$ cat src/rtl/in1_debounce_pkg.sv
// Shared definitions for the In1 input-conditioning stage: FSM state encoding
// and default synchroniser / debounce lengths.
package in1_debounce_pkg;

  localparam int DEFAULT_SYNC_STAGES = 2;
  localparam int DEFAULT_DB_CYCLES   = 16;

  typedef enum logic [1:0] {
    S_LOW      = 2'b00,
    S_CHK_HIGH = 2'b01,
    S_HIGH     = 2'b10,
    S_CHK_LOW  = 2'b11
  } state_e;

endpackage

$ cat src/rtl/in1_sync.sv
// Plain flop-chain synchroniser bringing an asynchronous level into the clk domain.
// No logic is placed between stages so each flop has a full cycle to resolve.
module in1_sync
  import in1_debounce_pkg::*;
#(
  parameter int SYNC_STAGES = DEFAULT_SYNC_STAGES
) (
  input  logic clk,
  input  logic rst,
  input  logic din,
  output logic dout
);

  logic [SYNC_STAGES-1:0] sync_q;
  logic [SYNC_STAGES-1:0] sync_d;

  always_comb begin
    sync_d = {sync_q[SYNC_STAGES-2:0], din};
  end

  always_ff @(posedge clk) begin
    if (rst) begin
      sync_q <= '0;
    end else begin
      sync_q <= sync_d;
    end
  end

  assign dout = sync_q[SYNC_STAGES-1];

endmodule

$ cat src/rtl/in1_debounce.sv
// Synchronise + debounce a raw level for the sequence-detector In1 input.
// Define IN1_DEBOUNCE_GLITCH_CNT_EN to add the saturating Glitch_Cnt output.
module in1_debounce
  import in1_debounce_pkg::*;
#(
  parameter int SYNC_STAGES = DEFAULT_SYNC_STAGES,
  parameter int DB_CYCLES   = DEFAULT_DB_CYCLES,
  parameter int CNT_W       = 5
`ifdef IN1_DEBOUNCE_GLITCH_CNT_EN
  ,
  parameter int GLITCH_W    = 8
`endif
) (
  input  logic                CLK,
  input  logic                RST,
  input  logic                Raw_In,
  output logic                Out1,
  output logic                Rise,
  output logic                Fall
`ifdef IN1_DEBOUNCE_GLITCH_CNT_EN
  ,
  output logic [GLITCH_W-1:0] Glitch_Cnt
`endif
);

  localparam logic [CNT_W-1:0] CNT_LAST = CNT_W'(DB_CYCLES - 1);

  logic             s;
  state_e           state_q, state_d;
  logic [CNT_W-1:0] cnt_q, cnt_d;
  logic             rise_q, rise_d;
  logic             fall_q, fall_d;

  in1_sync #(
    .SYNC_STAGES(SYNC_STAGES)
  ) u_sync (
    .clk  (CLK),
    .rst  (RST),
    .din  (Raw_In),
    .dout (s)
  );

  always_ff @(posedge CLK) begin
    if (RST) begin
      state_q <= S_LOW;
      cnt_q   <= '0;
      rise_q  <= 1'b0;
      fall_q  <= 1'b0;
    end else begin
      state_q <= state_d;
      cnt_q   <= cnt_d;
      rise_q  <= rise_d;
      fall_q  <= fall_d;
    end
  end

  // The entering sample already counts as 1, so acceptance happens on cnt == DB_CYCLES-1.
  always_comb begin
    state_d = state_q;
    cnt_d   = '0;
    rise_d  = 1'b0;
    fall_d  = 1'b0;
    case (state_q)
      S_LOW: begin
        if (s) begin
          state_d = S_CHK_HIGH;
          cnt_d   = CNT_W'(1);
        end
      end
      S_CHK_HIGH: begin
        if (!s) begin
          state_d = S_LOW;
        end else if (cnt_q == CNT_LAST) begin
          state_d = S_HIGH;
          rise_d  = 1'b1;
        end else begin
          cnt_d = cnt_q + CNT_W'(1);
        end
      end
      S_HIGH: begin
        if (!s) begin
          state_d = S_CHK_LOW;
          cnt_d   = CNT_W'(1);
        end
      end
      S_CHK_LOW: begin
        if (s) begin
          state_d = S_HIGH;
        end else if (cnt_q == CNT_LAST) begin
          state_d = S_LOW;
          fall_d  = 1'b1;
        end else begin
          cnt_d = cnt_q + CNT_W'(1);
        end
      end
      default: begin
        state_d = S_LOW;
      end
    endcase
  end

  always_comb begin
    Out1 = (state_q == S_HIGH) || (state_q == S_CHK_LOW);
    Rise = rise_q;
    Fall = fall_q;
  end

`ifdef IN1_DEBOUNCE_GLITCH_CNT_EN
  logic [GLITCH_W-1:0] glitch_q, glitch_d;
  logic                abort;

  // An abort is any CHK state falling back to the level it came from.
  always_comb begin
    abort    = ((state_q == S_CHK_HIGH) && !s) || ((state_q == S_CHK_LOW) && s);
    glitch_d = glitch_q;
    if (abort && (glitch_q != '1)) begin
      glitch_d = glitch_q + GLITCH_W'(1);
    end
  end

  always_ff @(posedge CLK) begin
    if (RST) begin
      glitch_q <= '0;
    end else begin
      glitch_q <= glitch_d;
    end
  end

  assign Glitch_Cnt = glitch_q;
`endif

endmodule

$ cat config.mk
export PLATFORM = sky130hd
export DESIGN_NAME = in1_debounce
export DESIGN_NICKNAME = d
export VERILOG_FILES = /design/src/rtl/in1_debounce_pkg.sv /design/src/rtl/in1_sync.sv /design/src/rtl/in1_debounce.sv
export SDC_FILE = /design/constraint.sdc
export NUM_CORES = 1
export LEC_CHECK = 0
export ABC_AREA = 1
export CORE_AREA = 3 3 40 42
export CTS_CLUSTER_DIAMETER = 120
export DETAILED_ROUTE_END_ITERATION = 16
export DIE_AREA = 0 0 43 45
export SYNTH_ARGS = -nofsm -noshare
export SYNTH_HDL_FRONTEND = slang
export SYNTH_HIERARCHICAL = 1
export SYNTH_SLANG_ARGS = --single-unit
$ cat constraint.sdc
create_clock -name CLK -period 1.35 [get_ports CLK]
set_input_delay 0.27 -clock CLK [delete_from_list [all_inputs] [get_ports CLK]]
set_output_delay 0.27 -clock CLK [all_outputs]
set_load 0.02 [all_outputs]
== After elaboration in Yosys (flattened, before gate mapping) ==
Index checks and enable logic that the tools add are counted.
Word-level totals
  register bits after elaboration: 11
  latch bits: 0
  RAM bits: 0
  ROM bits: 0
  output and inout port bits: 3
  word-level logic and storage cells: 36
  memories kept: 0
Cells by class
  $add $sub $neg: 1
  multiply operators: 0
  divide/modulo/power cells: 0
  $lt $le $gt $ge: 0
  eq/ne operators: 8
  shift-type cells: 0
  multiplexer cells: 14
  bitwise operators: 3
  reductions and logical operators: 5
Operator list (number)
  $pmux W5 S4: 1
  $mux W5: 3
  $mux W2: 6
  $pmux W2 S4: 1
  $reduce_or A3 Y1: 2
  $add A5 B1 Y5 const B: 1
  $eq A5 B4 Y1 const B: 1
  $eq A2 B2 Y1 const B: 2
  $reduce_and A4 Y1: 1
  $mux W1: 3
  $ne A3 B2 Y1 const B: 1
  $ne A3 B3 Y1 const B: 1
  $not A1 Y1: 3
  $eq A2 B1 Y1 const B: 1
  $logic_not A2 Y1: 1
  $ne A2 B1 Y1 const B: 1
  $ne A2 B2 Y1 const B: 1
  $logic_or A1 B1 Y1: 1

== Longest topological paths before layout ==
Gate-level depths: netlist of run 1.
  depth after elaboration: 4
  gate-level depth with buffers: 7

== By module ==
The synthesis of run 1 kept the hierarchy.
By module, submodules not included
  in1_debounce: instances 1, cells each 50, area each 381.6 um2, sequential area each 180.2 um2
  in1_sync: instances 1, cells each 6, area each 55.1 um2, sequential area each 40.0 um2

== Worst setup path after synthesis of run 1 ==
Ideal clock, no wire load.
  path kind: reg2reg
  start: register cnt_q[0]
  end: register cnt_q[0]
  arrival time: 1.047 ns
  data required time: 1.284 ns
  slack: 0.237 ns
  stages on the path, launching flop included: 6
  cell sequence: dfxtp_1 ha_1 nand4_1 nand2_2 or2_1 a21oi_2
Between the ends
  word-level cells in the longest chain between the ends: 4
  elaborated cells between the ends (all ways): 6
RTL lines
  from (decl): RTL line in1_debounce.sv:30  | logic [CNT_W-1:0] cnt_q, cnt_d;
  from (signal assigned): RTL line in1_debounce.sv:51  | cnt_q <= cnt_d;
  $add A5 B1 Y5 / $eq A5 B4 Y1 (equally long branches)
  $mux W5 (*): RTL line in1_debounce.sv:73, in1_debounce.sv:89
  $mux W5 (on tied branches): RTL line in1_debounce.sv:87, in1_debounce.sv:71
  $pmux W5 S4 (*): RTL line in1_debounce.sv:63  | case (state_q)
Every way passes the cells marked *; elsewhere a longest branch is shown, timed or not.
A chain may end at the register's enable or synchronous reset.

==> results of run 1 <==
metal layers:
metal	vias up	track usage, %
li1	197	-
met2	10	15.6
met3	5	2.39
met5	-	0
met4	0	9.04
met1	177	13.3
worst reg2reg max path, stage by stage, from the launching register on:
cell	delay [ns]
dfxtp_1	0.31
buf_4	0.15
inv_1	0.06
nand3_1	0.10
nand2_1	0.12
nand2_2	0.08
or2_1	0.23
a21oi_2	0.10
kinds of logic after synthesis:
logic type / Yosys count / synth area share (%)
adder cells (fa/ha/maj): 1 / 2.86
AO/OA/AOI/OAI: 3 / 4.30
AND/OR/NAND/NOR: 28 / 28.9
flip-flops: 11 / 50.4
buffers and inverters: 11 / 9.46
XOR/XNOR: 2 / 4.01
repair_timing:
action	4_1_cts	5_1_grt
endpoints found under the setup margin	3	2
buffers inserted	0	1
hold buffers	0	0
gates cloned	0	0
pin swaps	0	2
gates resized for setup	3	1
power by group through the flow:
stage               combinational, mW  sequential (mW)  clock [mW]
floorplan                      0.0210            0.344           0
global placement               0.0366            0.345           0
global route                   0.0435            0.339       0.240
detailed placement             0.0369            0.346           0
CTS                            0.0370            0.338       0.227
finish                         0.0372            0.338       0.217
sequential cells by signal, indices dropped and copies added, names as in the netlist, named ones only:
signal and count:
state_q 1, Rise 1, u_sync/sync_q 2, Fall 1, cnt_q 5
area by class of cell:
type	count	area (sq um)
tap	15	18.8
clock buffer	4	26.3
inverter	10	37.5
multi-input combinational	34	178
sequential	11	220
timing repair buffer	8	68.8
fill	136	736
path summary, 6_finish.rpt:
check        slack, ns        startpoint  depth (start not counted)                to
max               0.14              flop                          7          cnt_q[0]
min               0.41  u_sync/sync_q[0]                          2  u_sync/sync_q[1]
max reg2reg       0.14              flop                          7          cnt_q[0]
min reg2reg       0.41  u_sync/sync_q[0]                          2  u_sync/sync_q[1]
layout by cell type (no fill, tap or decap), drive strengths merged:
master / Yosys / final
clkbuf: 1 / 4
nor3: 3 / 3
xor2: 1 / 1
clkdlybuf4s50: 0 / 2
or2: 1 / 1
ha: 1 / 1
nor2: 7 / 7
a21oi: 2 / 2
xnor2: 1 / 1
o21ai: 1 / 1
nand3: 8 / 8
inv: 10 / 10
dlygate4sd2: 0 / 3
nand4: 1 / 1
buf: 0 / 3
dfxtp: 11 / 11
nand2: 8 / 8
stage by stage:
step	hold slack (ns)	worst slack [ns]	total power [mW]
after detailed placement	0.403	0.119	0.382
after floorplan	0.339	0.237	0.365
after global placement	0.403	0.142	0.382
after CTS	0.414	0.102	0.603
after global routing	0.427	-0.00289	0.622
final	0.408	0.135	0.592
==> flow_summary.toml, run 1 <==
[setup_path]
cp_num_buf_inv = 2
crit_chain = "buf_4 -> inv_1 -> nand3_1 -> nand2_1 -> nand2_2 -> or2_1 -> a21oi_2"
endpoint_kind = "flop"
cp_data_arrival_time_ns = 1.42
slowest_delay_ns = 0.31
cp_top_family = "simple AND/OR/NAND/NOR gates"
slowest_stage = "dfxtp_1"
cp.required_ns = 1.55
cp_max_fo = 5
worstSetupPathType = "flop to flop"
crit_path_start_kind = "flop"

[routing]
via_count = 389
via_per_inst = 4.74
wl_met3_um = 40
drc = 0
wl_met2_um = 353
wl_per_cell_um = 9.72
drt-met1-wl_um = 372
drt_pass1_iterations = 4
drt-initial-drc-count = 10
drt_wl_total_um = 797
maxUsedRoutingLayer = "met4"
antenna_left = 0

[synthesis]
synth_flop_cell = "dfxtp_1"
syn_nets = 60
synth.most_common_cell = "dfxtp_1"
seq_area_frac_synth_pct = 50.4
synth_area_leaders = "dfxtp_1 (50%), nand3_1 (9.2%), inv_1 (8.6%)"
ys_top_cells_by_count = "dfxtp_1 (11), inv_1 (10), nand3_1 (8)"
ys_async_sr_fraction_pct = 0
synthDistinctLibCells = 16
ys_ff_latch = 11
synth_edf_count = 0
syn_area_sq_um = 437
synthCells = 56
synth_top_cell_by_area = "dfxtp_1"
synth_area_per_cell_sq_um = 7.80
yosys_warnings = 6
yosysTopAreaCellShare_pct = 50.4

[clock_network]
clockBufferDepth = 2
insertion_delay_ns = 0.26
cts_max_level = 1
cts_buffers = 3
cts_root_buf = "clkbuf_4"
cts_tree = "done"
clkSlewWorstSetupHoldPaths_ns = 0.07
clock-sinks = 11

[power_and_ir_drop]
p_clk_share_pct = 36.6
switchingPower_mw = 0.130
p_leak_nw = 0.234
peakVddDrop_uv = 540
power_density_mw_per_mm2 = 1080
pwr-share-comb_pct = 6.3
swShare_pct = 21.9
p_seq_share_pct = 57.1
p_int_mw = 0.463

[run]
drv_cap = 0

[finish]
utilization_pct = 42.7
n_antenna_cell = 0
final_net_count = 72
syn_to_final_growth_pct = 25.8
final-instance-count-excl-fill = 82
final_area_sq_um = 549
layout-drive-gt1-share_pct = 13.4

[placement]
placed_area_sq_um = 517
placed_cells = 77
portBuffers = 5
gp_congestion = 0.759
hpwlAfterDp_um = 596

[die]
io_pins = 6
core_area_sq_mm = 0.00128
row_count = 13
die_y_um = 45
dieArea_sq_mm = 0.00194
initial_core_util_pct = 34.0
die-width_um = 43

[grt]
grt_max_degree = 7
overflow = 0
grtUsageTotal_pct = 10.6
grt_pass1_wl_mm = 1.49
grt_pass1_vias = 364
antenna_found_initial = 0

[sta]
tightest_slew_ns = 0.215
min_period_ns = 1.21
final-setup-viol-count = 0
period_share_pct = 90.0
clock_skew_ns = 0.00180
finalMaxSlewViolations = 0
slew_headroom_pct = 85.5
fin_tns_setup_ns = 0
hold_viol_final = 0
timing.fmax_mhz = 823

[min_path]
min_path_type = "flop to flop"

[outcome]
status = "complete, no violations"
Note: power is estimated with default switching activity, not from simulation.
==> inputs of run 2 (changes only) <==
--- a/config.mk
+++ b/config.mk
@@ -10,6 +10,7 @@
 export CTS_CLUSTER_DIAMETER = 120
 export DETAILED_ROUTE_END_ITERATION = 16
 export DIE_AREA = 0 0 43 45
+export MAX_ROUTING_LAYER = met4
 export SYNTH_ARGS = -nofsm -noshare
 export SYNTH_HDL_FRONTEND = slang
 export SYNTH_HIERARCHICAL = 1
==> results of run 2 <==
Same layout as run 1: the final DEF is identical, and so are final timing and power.
Main changes from that run: final weighted congestion in routability-driven placement 0.759 -> 0.768; overall routing resource usage 10.6% -> 11.0%
==> inputs of run 3 (changes only) <==
--- a/config.mk
+++ b/config.mk
@@ -11,6 +11,7 @@
 export DETAILED_ROUTE_END_ITERATION = 16
 export DIE_AREA = 0 0 43 45
 export MAX_ROUTING_LAYER = met4
+export SETUP_SLACK_MARGIN = 0.05
 export SYNTH_ARGS = -nofsm -noshare
 export SYNTH_HDL_FRONTEND = slang
 export SYNTH_HIERARCHICAL = 1
==> constraint.sdc (replaced) <==
create_clock -name CLK -period 1.2 [get_ports CLK]
set_input_delay 0.24 -clock CLK [delete_from_list [all_inputs] [get_ports CLK]]
set_output_delay 0.24 -clock CLK [all_outputs]
set_load 0.02 [all_outputs]
==> run 3 against run 2 <==
  * Clock power grew 14%
  * Via count grew 6.2%
  * Largest power group unchanged
  * Sequential power grew 14%
  * Total power grew 16%
  * Global-route usage shrank 0.20 points
==> flow_summary.toml, run 3 (synthesized netlist as in run 1, its figures left out) <==
[routing]
wl_per_cell_um = 9.99
via_per_inst = 4.69
antenna_left = 0
drt_wl_total_um = 879
via_count = 413
drc = 0
drt-initial-drc-count = 12
drt_pass1_iterations = 5

[grt]
grt_pass1_vias = 404
overflow = 0
antenna_found_initial = 0
grt_max_degree = 7
grtUsageTotal_pct = 10.8
grt_pass1_wl_mm = 1.48

[sta]
fin_tns_setup_ns = 0
fin_ws_ns = 0.0582
hold_viol_final = 0
min_period_ns = 1.14
final-setup-viol-count = 0
clock_skew_ns = 0.00334
finalMaxSlewViolations = 0
timing.fmax_mhz = 876
slew_headroom_pct = 85.1
period_share_pct = 95.1
rsz0062_at_grt = "true"
tightest_slew_ns = 0.220

[finish]
syn_to_final_growth_pct = 49.0
n_antenna_cell = 0
regMostFlops = "cnt_q"
utilization_pct = 50.6
largest_reg_flops = 5
final_cell_mix = "inv_1 (9), buf_4 (8), dfxtp_1 (6), nand2_1 (6), nor2_1 (6)"
final_area_sq_um = 651
layout_commonest_cell = "inv_1"
top_regs = "cnt_q: 5 flops, u_sync/sync_q: 2 flops"
final_net_count = 78
layout-drive-gt1-share_pct = 41.1

[min_path]
holdCritStartpoint = "u_sync/sync_q[0]"
min_to = "u_sync/sync_q[1]"
min_path_type = "flop to flop"
min_delay_path_depth = 2

[setup_path]
crit_path_start_kind = "flop"
reg2regPathDepth = 7
worstSetupPathType = "flop to flop"
reg2reg_slack_ns = 0.06
r2r-end = "cnt_q[0]"
endpoint_kind = "flop"
cp.required_ns = 1.40
cp_data_arrival_time_ns = 1.34
cp_max_fo = 5

[power_and_ir_drop]
p_leak_nw = 0.258
power_density_mw_per_mm2 = 1060
peakVddDrop_uv = 552

[die]
die_y_um = 45
die-width_um = 43
io_pins = 6
row_count = 13
core_area_sq_mm = 0.00128
dieArea_sq_mm = 0.00194
initial_core_util_pct = 34.0

[placement]
portBuffers = 5
dp_slack_ns = 0.0190
hpwlAfterDp_um = 556
placed_area_sq_um = 539
gp_congestion = 0.869

[clock_network]
clkSlewWorstSetupHoldPaths_ns = 0.07
cts_max_level = 1
insertion_delay_ns = 0.26
holdBufCountCts = 0
cts_root_buf = "clkbuf_4"
cts_tree = "done"
clock-sinks = 11
cts_buffers = 3
clockBufferDepth = 2

[outcome]
status = "complete, no violations"

[run]
drv_cap = 0
==> run 3: layer usage <==
metal / part of all wire (%) / vias to the layer above / wire length, um / global-route usage [%]
li1: - / 211 / - / -
met1: 39 / 190 / 344 / 10.0
met2: 53 / 12 / 469 / 18.9
met3: 7.5 / 0 / 66 / 5.98
met4: 0 / 0 / 0 / 3.61
met5: 0 / - / 0 / -
==> run 3: cell type report <==
cell class / count / area [sq um]
clock buffer: 4 / 26.3
fill: 132 / 634
timing repair buffer: 14 / 111
multi-input combinational: 34 / 225
inverter: 10 / 40.0
sequential: 11 / 229
tap: 15 / 18.8
==> run 3: how the worst max path moves through the flow <==
stage | cells after the start | startpoint | slack (ns) | endpoint
2_1_floorplan | 5 | cnt_q[0] | 0.09 | cnt_q[0]
3_3_place_gp | 7 | flop | 0.04 | cnt_q[0]
3_5_place_dp | 7 | flop | 0.02 | cnt_q[0]
4_1_cts | 1 | flop | 0.03 | Out1
5_1_grt | 7 | flop | 0.02 | cnt_q[0]
6_report | 7 | flop | 0.06 | cnt_q[0]
==> run 3: worst max-delay path, cell delays in order, from the launching register on <==
cell and delay, ns:
dfxtp_2 0.32, buf_6 0.13, inv_4 0.05, nand3_4 0.06, nand2_2 0.08, nand2_2 0.08, or2_1 0.23, a21oi_2 0.11
==> run 3: power breakdown <==
| group | internal [mW] | switching (mW) |
|---|---|---|
| registers | 0.374 | 0.0112 |
| logic | 0.0263 | 0.0287 |
| clock network | 0.129 | 0.119 |
==> run 3: what timing repair did <==
action / CTS / global route
endpoints found under the setup margin: 4 / 8
buffers inserted: 3 / 1
pin swaps: 5 / 4
resized for setup: 12 / 15
==> run 3: metrics by stage <==
stage | total power [mW] | std cells | hold WS (ns)
floorplan | 0.411 | 56 | 0.309
global placement | 0.431 | 80 | 0.401
finish | 0.687 | 88 | 0.406
detailed placement | 0.433 | 80 | 0.405
CTS | 0.690 | 87 | 0.416
global route | 0.729 | 88 | 0.442
==> variant: new RTL, config.mk and constraints of run 3 <==
`CNT_W`: 5 -> 4.
--- a/src/rtl/in1_debounce.sv
+++ b/src/rtl/in1_debounce.sv
@@ -6,5 +6,5 @@
   parameter int SYNC_STAGES = DEFAULT_SYNC_STAGES,
   parameter int DB_CYCLES   = DEFAULT_DB_CYCLES,
-  parameter int CNT_W       = 5
+  parameter int CNT_W       = 4
 `ifdef IN1_DEBOUNCE_GLITCH_CNT_EN
   ,
Check against the original RTL: no difference found for any inputs over 10 cycles, from zero or initial values and one cycle with RST high; that may be too few to reach the edited logic, so the function may still have changed.
==> variant against run 3 <==
  * First-iteration DRC count down 50%
  * Critical path depth down 6
  * Global-route usage down 1.1 points
  * Worst hold slack better by 1.5 ps
  * Setup slack better by 14 ps
  * Wire length down 20%
  * Cell area down 21%
  * Sequential cell count down 1
  * Area after synthesis down 9.5%
  * Sequential share of layout area up 3.7 points
  * Critical path type is now reg -> out
  * Critical endpoint is now Out1
  * Highest routed layer is now met4
Power is not compared: it rests on default switching activity, and its combinational part moved more than twofold at a synthesized area within 25%.
==> variant: results (changes against run 3) <==
Run status
  – Status: completed

Route
  – DR WL/cell: 8.630 um (-14%)
  – Iteration count of the initial detailed-routing pass: 3 (-2)
  – DR iter-0 viols: 6 (-6)
  – DR vias/cell: 4.370 (-6.9%)

Critical path
  – Worst path arrival time: 890 ps (-450 ps)
  – Crit-path slowest cell: dfxtp_1
  – Crit path max fanout: 2 (-3)
  – CP delay by family, top: flip-flops
  – Critical path's largest stage delay: 320 ps (about the same)

Power and ir drop
  – Peak supply drop: 0.0007994 V
  – Leak pwr: 0.0002584 uW

Clock network
  – H-tree depth: 1 (unchanged)
  – Num CTS Buffers: 3 (unchanged)
  – Clk_lat worst skew: 270 ps
  – Clock Path Buffers: 2 (unchanged)
  – Post-CTS setup repair buffer count: 0 (-3)
  – Post-CTS Resized: 4 (-8)
  – Root buf cell: clkbuf_4
  – Clock transition at path regs: 70 ps (about the same)

Yosys
  – Top FF cell, synth: dfxtp_1
  – Number of distinct library cells after synthesis: 12 (-4)
  – Synth top area cells: dfxtp_1 51%, nand2_1 11%, nor2_1 11%, inv_1 7.6%, nand3_1 5.1%
  – Ys async rst share: 0% (unchanged)
  – Post-synthesis sequential area ratio: 50.63% (+0.20 points)
  – Synth cell count leaders: 12 x nand2_1, 12 x nor2_1, 10 x dfxtp_1
  – Net count after synthesis: 59 (-1.7%)
  – Yosys warnings: 6 (unchanged)

Finish
  – Layout cell share with drive strength beyond 1: 13.64% (-27 points)
  – Largest registers: cnt_q (4), u_sync/sync_q (2)
  – Layout filler cell count: 130 (-1.5%)
  – ANT cells: 0 (unchanged)
  – Number of nets in the layout: 71 (-9.0%)

GRT
  – Initial antenna violation count: 0 (unchanged)
  – GRT Overall Usage: 9.639% (-1.1 points)
  – Largest net degree at the start of global routing: 7 (unchanged)
  – Vias in the first global route: 295 (-27%)
  – First-pass GRT wire length: 1179 um (-20%)

Placement
  – Pre-CTS setup slack: 45.43 ps (+26.38 ps)
  – Gpl congestion: 0.7776 (-11%)
  – Detail Placement HPWL: 520 um (-6.4%)

STA
  – Setup Skew: 2.222 ps (-1.122 ps)
  – FMAX: 0.8870 GHz (+1.3%)
  – Setup TNS: 0 ps (unchanged)
  – Relative slew slack: 86.58% (+1.4 points)

Hold path
  – Min-Delay Path Class: reg -> reg
## variant: kinds of logic after synthesis
family	share of synthesized area, %
buf+inv	8.544
compound gates	2.532
fa+ha+maj	3.164
simple gates	35.13
flops	50.63
## variant: area by class of cell
class | instances | area share [%]
clock buffers | 4 | 7.056
inverters | 8 | 5.839
multi-input cells | 36 | 31.39
flip-flops and latches | 10 | 38.93
well taps | 15 | 3.650
repair buffers | 8 | 13.14
## variant: worst paths after layout
check / startpoint / to / slack (ps) / depth (start not counted)
setup / recovery: register / Out1 / 70 / 1
hold / removal: u_sync/sync_q[0]$_SDFF_PP0_ / u_sync/sync_q[1]$_SDFF_PP0_ / 410 / 2
hold reg to reg: u_sync/sync_q[0]$_SDFF_PP0_ / u_sync/sync_q[1]$_SDFF_PP0_ / 410 / 2
setup reg to reg: cnt_q[0]$_SDFF_PP0_ / cnt_q[3]$_SDFF_PP0_ / 200 / 6
## variant: power breakdown
part           internal (uW)  switching (uW)  leakage, uW
Sequential               337            3.50    0.0000811
Combinational           13.2            9.96     0.000156
Clock                    184             124    0.0000210
## variant: layer usage
metal  part of all wire, %  routed length, um  global-route usage [%]  up-vias
li1                      -                  -                       -      193
met1                    45                317                   9.976      150
met2                    43                304                   12.28        7
met3                   4.4                 31                   2.390        4
met4                   6.6                 46                   14.46        0
met5                     0                  0                       -        -
## variant: stage by stage
| stage | cell area [um2] | std cells |
|---|---|---|
| 6_report | 514.2 | 81 |
| 5_1_grt | 514.2 | 81 |
| 4_1_cts | 516.7 | 81 |
| 2_1_floorplan | 395.4 | 55 |
| 3_3_place_gp | 483.0 | 77 |
| 3_5_place_dp | 483.0 | 77 |
